[config.mk]
export PLATFORM = sky130hd
export DESIGN_NAME = mult_seq_engine
export DESIGN_NICKNAME = d
export VERILOG_FILES = /design/src/rtl/mult_seq_engine.sv
export SDC_FILE = /design/constraint.sdc
export NUM_CORES = 1
export LEC_CHECK = 0
export BUFFER_PORTS_ARGS = -buffer_cell sky130_fd_sc_hd__buf_2
export CORE_MARGIN = 3
export CORE_UTILIZATION = 34
export DETAILED_ROUTE_END_ITERATION = 10
export PLACE_DENSITY_LB_ADDON = 0.08
export SLEW_MARGIN = 30
export SYNTH_ARGS = -nofsm -noshare
export SYNTH_HDL_FRONTEND = slang
export SYNTH_SLANG_ARGS = --single-unit
[constraint.sdc]
create_clock -name clk -period 4 [get_ports clk]
set_input_delay 0.6 -clock clk [delete_from_list [all_inputs] [get_ports clk]]
set_output_delay 0.6 -clock clk [all_outputs]
set_load 0.02 [all_outputs]
[src/rtl/mult_seq_engine.sv]
// Sequential signed 16x16 -> 32 multiply engine: reads operand pairs from a
// byte-wide data memory, multiplies by shift-add, writes big-endian products back.
module mult_seq_engine #(
  parameter int NUM_PAIRS = 16,
  parameter int OP_BASE   = 0,
  parameter int RES_BASE  = 64,
  parameter int ADDR_W    = 8
) (
  input  logic              clk,
  input  logic              reset,
  input  logic              start,
  output logic              done,
  output logic              busy,
  output logic [ADDR_W-1:0] mem_addr,
  input  logic [7:0]        mem_rd_data,
  output logic              mem_wr_en,
  output logic [7:0]        mem_wr_data
);

  localparam int PW = (NUM_PAIRS > 1) ? $clog2(NUM_PAIRS) : 1;

  typedef enum logic [3:0] {
    S_IDLE, S_ARMED,
    S_RD0, S_RD1, S_RD2, S_RD3,
    S_MUL, S_FIX,
    S_WR0, S_WR1, S_WR2, S_WR3,
    S_DONE
  } state_t;

  state_t            state, state_nxt;
  logic [PW-1:0]     pair;
  logic [15:0]       op_a;
  logic [7:0]        op_b_hi;
  logic [15:0]       op_b;
  logic              neg;
  logic [31:0]       mcand;
  logic [31:0]       acc;
  logic [16:0]       mplier;
  logic [3:0]        cnt;
  logic [16:0]       mag_a;
  logic [16:0]       mag_b;
  logic [ADDR_W-1:0] pair_off;
  logic [ADDR_W-1:0] rd_base;
  logic [ADDR_W-1:0] wr_base;
  logic              last_pair;

  // 17-bit magnitude so that |-32768| = 32768 is representable.
  function automatic logic [16:0] mag17(input logic [15:0] v);
    logic [16:0] ext;
    ext = {v[15], v};
    return v[15] ? (17'd0 - ext) : ext;
  endfunction

  assign op_b      = {op_b_hi, mem_rd_data};
  assign mag_a     = mag17(op_a);
  assign mag_b     = mag17(op_b);
  assign pair_off  = ADDR_W'({pair, 2'b00});
  assign rd_base   = ADDR_W'(OP_BASE) + pair_off;
  assign wr_base   = ADDR_W'(RES_BASE) + pair_off;
  assign last_pair = (pair == PW'(NUM_PAIRS - 1));

  // NOTE: sequential state uses non-blocking assignments so every register
  // samples pre-edge values regardless of statement order.
  always_ff @(posedge clk or posedge reset) begin
    if (reset) begin
      state <= S_IDLE;
    end else begin
      state <= state_nxt;
    end
  end

  // Outputs decode straight from state, so an async reset clears them at once.
  always_comb begin
    // NOTE: every output gets a default first; any path leaving one unassigned
    // would infer a latch.
    state_nxt   = state;
    done        = 1'b0;
    busy        = 1'b0;
    mem_wr_en   = 1'b0;
    mem_addr    = '0;
    mem_wr_data = '0;
    case (state)
      S_IDLE:  if (start) state_nxt = S_ARMED;
      S_ARMED: if (!start) state_nxt = S_RD0;
      S_RD0: begin busy = 1'b1; mem_addr = rd_base;                  state_nxt = S_RD1; end
      S_RD1: begin busy = 1'b1; mem_addr = rd_base + ADDR_W'(1);     state_nxt = S_RD2; end
      S_RD2: begin busy = 1'b1; mem_addr = rd_base + ADDR_W'(2);     state_nxt = S_RD3; end
      S_RD3: begin busy = 1'b1; mem_addr = rd_base + ADDR_W'(3);     state_nxt = S_MUL; end
      S_MUL: begin
        busy = 1'b1;
        if (cnt == 4'd15) state_nxt = S_FIX;
      end
      S_FIX: begin busy = 1'b1; state_nxt = S_WR0; end
      S_WR0: begin
        busy = 1'b1; mem_wr_en = 1'b1;
        mem_addr = wr_base;                  mem_wr_data = acc[31:24]; state_nxt = S_WR1;
      end
      S_WR1: begin
        busy = 1'b1; mem_wr_en = 1'b1;
        mem_addr = wr_base + ADDR_W'(1);     mem_wr_data = acc[23:16]; state_nxt = S_WR2;
      end
      S_WR2: begin
        busy = 1'b1; mem_wr_en = 1'b1;
        mem_addr = wr_base + ADDR_W'(2);     mem_wr_data = acc[15:8];  state_nxt = S_WR3;
      end
      S_WR3: begin
        busy = 1'b1; mem_wr_en = 1'b1;
        mem_addr = wr_base + ADDR_W'(3);     mem_wr_data = acc[7:0];
        state_nxt = last_pair ? S_DONE : S_RD0;
      end
      S_DONE: begin
        done = 1'b1;
        if (start) state_nxt = S_ARMED;
      end
      default: state_nxt = S_IDLE;
    endcase
    // A new request while running abandons the run.
    if (busy && start) state_nxt = S_ARMED;
  end

  always_ff @(posedge clk or posedge reset) begin
    if (reset) begin
      pair    <= '0;
      op_a    <= '0;
      op_b_hi <= '0;
      neg     <= 1'b0;
      mcand   <= '0;
      mplier  <= '0;
      acc     <= '0;
      cnt     <= '0;
    end else begin
      case (state)
        S_ARMED: pair <= '0;
        S_RD0:   op_a[15:8] <= mem_rd_data;
        S_RD1:   op_a[7:0]  <= mem_rd_data;
        S_RD2:   op_b_hi    <= mem_rd_data;
        S_RD3: begin
          mcand  <= {15'd0, mag_a};
          mplier <= mag_b;
          acc    <= '0;
          cnt    <= '0;
          neg    <= op_a[15] ^ op_b_hi[7];
        end
        // Fixed 16 iterations; magnitudes never exceed 2^15, so bit 16 of mplier is always 0.
        S_MUL: begin
          if (mplier[0]) acc <= acc + mcand;
          mcand  <= mcand << 1;
          mplier <= mplier >> 1;
          cnt    <= cnt + 4'd1;
        end
        S_FIX: if (neg) acc <= 32'd0 - acc;
        S_WR3: pair <= pair + 1'b1;
        default: ;
      endcase
    end
  end

endmodule

==> metrics, run 1 <==
CTS Buffer Depth 2; FMAX 281.3 MHz; Clock Pin Slew Worst Setup and Hold Paths 60 ps; height of the die around 160 microns; Total Power around 5.5 mW; CP max stage cell or4_4; Core Region 23050 sq um; Crit Path Category register to register; Final min period between 3000 and 4000 ps; Power Density 599.2 nW/um^2; n_diodes 0; post-route insts no fill 1277; nets@finish between 900 and 1000; Worst-Skew Late Latency 430 ps; Ys Warns 0; final setup skew 13.57 ps; Vias 7260; Distinct cells, synth 64; Final Instance Area 9160 sq um; largest area contributor in the netlist dfrtp_1; global-route wire length before repair 39740 microns; actual slew at the worst max-slew pin 783.6 ps; GRT Total Usage 0.1917; RR Endpoint acc[28]; share of cells above drive strength 1 0.1317; Vias/cell 5.685; routed wl met2 10870 microns; Lkg Pwr between 4 and 5 nW; Post-CTS Setup Inserts 0; router iterations before antenna repair 5; total wire length 24360 microns; Reg2Reg Launch Point acc[1]; vias in the first global route 6913; Hold Path Class input pin to asynchronous set/reset pin; Initial Util 0.3519; highest metal used met4; Sequential cell area slightly below 3000 sq um; placed cells 1245; Top FF cell, synth dfrtp_1; cell mode on critical path or3_4; synth-to-layout area growth 12.93%; CTS buffer count 17; clock root buffer master clkbuf_16; total gr overflow 0; r2r setup slk approximately 440 ps; Placer Congestion 0.8147; Crit. End Element register; area of the multi-input gates 4872 sq um; CTS-repair resized insts 0; Fin Setup TNS 0 ps; Initial DRC Count ~550; fin crit share 0.8888; worst setup margin 444.7 ps; number of fill cells in the layout 2332; R2R depth 10; crit path max fanout 6; signal arrival time at the worst endpoint 3870 ps; pre-CTS setup slack approximately 470 ps; sequential share of the synthesized area 0.3640; DP HPWL around 18000 microns; count leader, synth dfrtp_1; IO buf count 28; CTS tree yes; unrepaired setup endpoints after global routing no; CP Data Required Time roughly 4300 ps; worst path cell trace inv_1 > ha_1 > or3b_4 > or3_4 > or4_4 > or3_4 > nor3_2 > a211oi_1 > a221o_1 > a211o_1; I/O pin cnt 30; M1 WL 12260 microns; peak supply drop 292.4 uV; Hold Vio Cnt, Final 0; largest net degree at the start of global routing 69; max incr delay on CP approximately 540 ps; status completed; ranking of synthesized cells by area dfrtp_1, o21ai_0, ha_1, a21oi_1, nand2_1; final hold slack about 270 ps; fin util 0.3973; antenna violations before repair 0; Final setup violation count 0; die area 25750 sq um; Remaining DRCs 0; max-slew violation count 0; antenna-violating nets left 0; top post-synthesis cells by count dfrtp_1, o21ai_0, nand2_1, a21oi_1, nor2_1; H-tree lvl count 4; max-cap violations 0; Mapped Cells 936; die width ~160 microns; top-area cell type share of the netlist area 0.3640; CTS Sinks between 100 and 150; Hold-fix buffers, CTS 0; syn avg cell area about 8.7 sq um; Placed Area 8607 sq um; CP Launch Type register; Post-synth EDFFs 0; synthesized net count around 980; Post-synth ARST share 1.000; Seq cells post-synth 118; relative slew slack 0.4756; Core Rows 55; drt wl/cell 19.08 microns; Syn Std Cell Area 8112 sq um; WL met3 960 microns
[flip-flops by register name, summed over array words and instances (netlist names)]
register / count
cnt: 4
mplier: 17
mcand: 32
pair: 4
state: 4
neg: 1
op_b_hi: 8
acc: 32
op_a: 16
[placed cells by master, fill, tap and decap left out, drive strengths merged, types with 5 or more instances in the layout]
cell type / count
a21o: 22
ha: 36
nor3: 32
a22oi: 16
nor2b: 8
nand2: 88
clkbuf: 18
a22o: 22
nand4: 6
and2: 18
o41ai: 5
a211oi: 6
o21ai: 102
mux2: 21
clkinv: 5
or4: 9
dfrtp: 118
o22ai: 37
nand3: 22
and3: 9
o31ai: 9
a21oi: 86
xor2: 30
a221oi: 5
mux4: 8
nand2b: 6
buf: 49
xnor2: 25
or3: 12
inv: 26
nor4: 5
nor2: 62
[where the power goes]
| group | switching, mW | total, mW | internal [mW] |
|---|---|---|---|
| sequential | 0.460 | 1.98 | 1.52 |
| clock | 0.636 | 1.46 | 0.821 |
| combinational | 1.15 | 2.05 | 0.902 |
[area by class of cell]
type | instances | area share
sequential | 118 | 0.3226
clock inverter | 14 | 0.01216
multi-input combinational | 745 | 0.5319
inverter | 20 | 0.008742
clock buffer | 18 | 0.04794
timing repair buffer | 49 | 0.03388
tap | 313 | 0.04275
[critical path, delay by kind of cell (launching register included)]
family	cells	cell delay, ps
compound gates	3	630
fa+ha+maj	1	170
flops	1	440
buf+inv	1	110
simple gates	5	2070
[worst max-delay path by stage]
stage / from / end / slack, ps
2_1_floorplan: reset / acc[0] / 270
3_3_place_gp: acc[1] / acc[28] / 540
3_5_place_dp: acc[1] / acc[28] / 470
4_1_cts: acc[1] / acc[28] / 470
5_1_grt: acc[1] / acc[28] / 320
6_report: acc[1] / acc[28] / 440
[cells by family (layout without fill, tap and decap cells)]
| logic type | count (synthesis) | after routing | share of synthesized area |
|---|---|---|---|
| other | 1 | 1 | 0.0004623 |
| flip-flops | 118 | 118 | 0.3640 |
| AND/OR/NAND/NOR | 283 | 283 | 0.1697 |
| XOR/XNOR | 55 | 55 | 0.05939 |
| buffers and inverters | 73 | 101 | 0.03671 |
| AO/OA/AOI/OAI | 337 | 337 | 0.2562 |
| adder cells (fa/ha/maj) | 37 | 37 | 0.05800 |
| multiplexers | 32 | 32 | 0.05553 |
[per-layer routing]
metal  vias up  track usage
met5         -            0
met4         0      0.04260
met1      3536       0.2811
met2       167       0.2956
met3        23      0.03327
li1       3534            -
(Power assumes the default switching activity.)
==> run 2, diff against run 1 <==
--- a/config.mk
+++ b/config.mk
@@ -9,7 +9,7 @@
 export CORE_MARGIN = 3
 export CORE_UTILIZATION = 34
 export DETAILED_ROUTE_END_ITERATION = 10
-export PLACE_DENSITY_LB_ADDON = 0.08
+export GPL_TIMING_DRIVEN = 0
 export SLEW_MARGIN = 30
 export SYNTH_ARGS = -nofsm -noshare
 export SYNTH_HDL_FRONTEND = slang
==> run 2 against run 1 <==
  * Sequential share of layout area is 0.26 points lower
  * Global-route usage decreased by 0.073 points
  * Fmax is 3.9% lower
  * Total power rose by 2.9%
  * Clock power is essentially flat
  * Register-to-register slack got worse by 140 ps
  * Hold slack worse by 120 ps
  * Critical path type unchanged
  * Largest cell class unchanged
  * Highest routed layer unchanged
==> metrics, run 2 (synthesis results as in run 1) <==
drt wl/cell 19.03 microns; nets@finish 1031; Post-CTS Setup Inserts 0; synth-to-layout area growth 13.74%; H-tree lvl count 4; FMAX 270.4 MHz; RR Endpoint acc[28]; n_diodes 0; I/O pin cnt 30; CTS buffer count 17; Bufs and invs on worst path 1; total gr overflow 0; largest net degree at the start of global routing 82; Placed Area about 8700 sq um; router iterations before antenna repair 5; antenna violations before repair 0; leading cell type in the layout, fill and taps excluded dfrtp_1; r2r setup slk between 300 and 400 ps; vias in the first global route 7212; Initial DRC Count 771; Final min period ~3700 ps; fin crit share 0.9245; global-route wire length before repair 39760 microns; CTS Buffer Depth 2; Crit Path Category register to register; max-cap violations 0; peak supply drop approximately 330 uV; crit path max fanout 6; pre-CTS setup slack ~360 ps; signal arrival time at the worst endpoint 4010 ps; Remaining DRCs 0; worst setup path start acc[1]; clock root buffer master clkbuf_16; Top Registers acc: 32 flops, mcand: 32 flops, mplier: 17 flops; Final setup violation count 0; status completed; Sequential cell area 2953 sq um; Clock Pin Slew Worst Setup and Hold Paths 60 ps; final hold slack 146.6 ps; Final Instance Area about 9200 sq um; Initial Util 0.3519; cell mode on critical path or3_4; IO buf count 27; number of fill cells in the layout 2347; Hold Path Class input pin to asynchronous set/reset pin; final setup skew 8.987 ps; total wire length 24910 microns; CP Launch Type register; actual slew at the worst max-slew pin 917.6 ps; CTS tree yes; height of the die 160.5 microns; Lkg Pwr ~4 nW; share of cells above drive strength 1 0.1074; Vias/cell 5.778; CP top delay family simple AND/OR/NAND/NOR gates; max-slew violation count 0; Worst-Skew Late Latency 430 ps; worst setup margin 302.2 ps; Reg2Reg Launch Point acc[1]; CP max stage cell or4_4; Crit. End Element register; unrepaired setup endpoints after global routing no; Core Rows 55; max incr delay on CP 570 ps; Vias 7563; relative slew slack 0.3860; DP HPWL 18310 microns; CP Data Required Time 4310 ps; CTS-repair resized insts 0; worst path cell trace inv_1 > ha_1 > or3b_4 > or3_4 > or4_4 > or3_4 > nor3_2 > a211oi_1 > a221o_1 > a211o_1; GRT Total Usage 0.1910; Hold Vio Cnt, Final 0; Power Density 612.4 nW/um^2; Hold-fix buffers, CTS 0; Placer Congestion 0.9076; Core Region 23050 sq um; placed cells 1277; Total Power 5.651 mW; die width 160.5 microns; area of the multi-input gates slightly below 5000 sq um; fin util 0.4002; Fin Setup TNS 0 ps; die area 25750 sq um; antenna-violating nets left 0; most frequent cells in the layout dfrtp_1, o21ai_0, nand2_1; CTS Sinks 118; R2R depth 10; post-route insts no fill approximately 1300
[run 2: changes by cell type in the layout (fill, tap and decap cells not counted), sizes merged]
| cell | delta |
|---|---|
| inv | +1 |
| clkinv | -1 |
| clkbuf | +45 |
| buf | -13 |
[run 2: power breakdown]
group	switching (mW)	total [mW]	leakage [nW]	internal (mW)
sequential	0.436	1.96	1.54	1.52
clock	0.647	1.45	0.261	0.807
combinational	1.32	2.24	2.28	0.916
total	2.40	5.65	4.09	3.25
[run 2: final cells by class]
| class | count | area share |
|---|---|---|
| Timing Repair Buffer | 28 | 0.01763 |
| Multi-Input combinational cell | 745 | 0.5279 |
| Clock buffer | 18 | 0.04651 |
| Sequential cell | 118 | 0.3200 |
| Inverter | 20 | 0.008950 |
| Clock inverter | 14 | 0.01234 |
| Tap cell | 313 | 0.04245 |
| Buffer | 53 | 0.02414 |
[run 2: per-layer routing]
| metal | vias up | track usage | share of wire |
|---|---|---|---|
| met5 | - | 0 | 0 |
| met4 | 0 | 0.03708 | 0.011 |
| met3 | 28 | 0.04798 | 0.070 |
| met2 | 283 | 0.2925 | 0.45 |
| met1 | 3675 | 0.2749 | 0.47 |
| li1 | 3577 | - | - |
[run 2: worst max path at each step]
stage,cells past startpoint,endpoint,slack [ps]
3_3_place_gp,2,mcand[27],-1290
6_report,10,acc[28],300
2_1_floorplan,1,acc[0],270
4_1_cts,10,acc[28],360
5_1_grt,10,acc[31],8
3_5_place_dp,10,acc[28],360
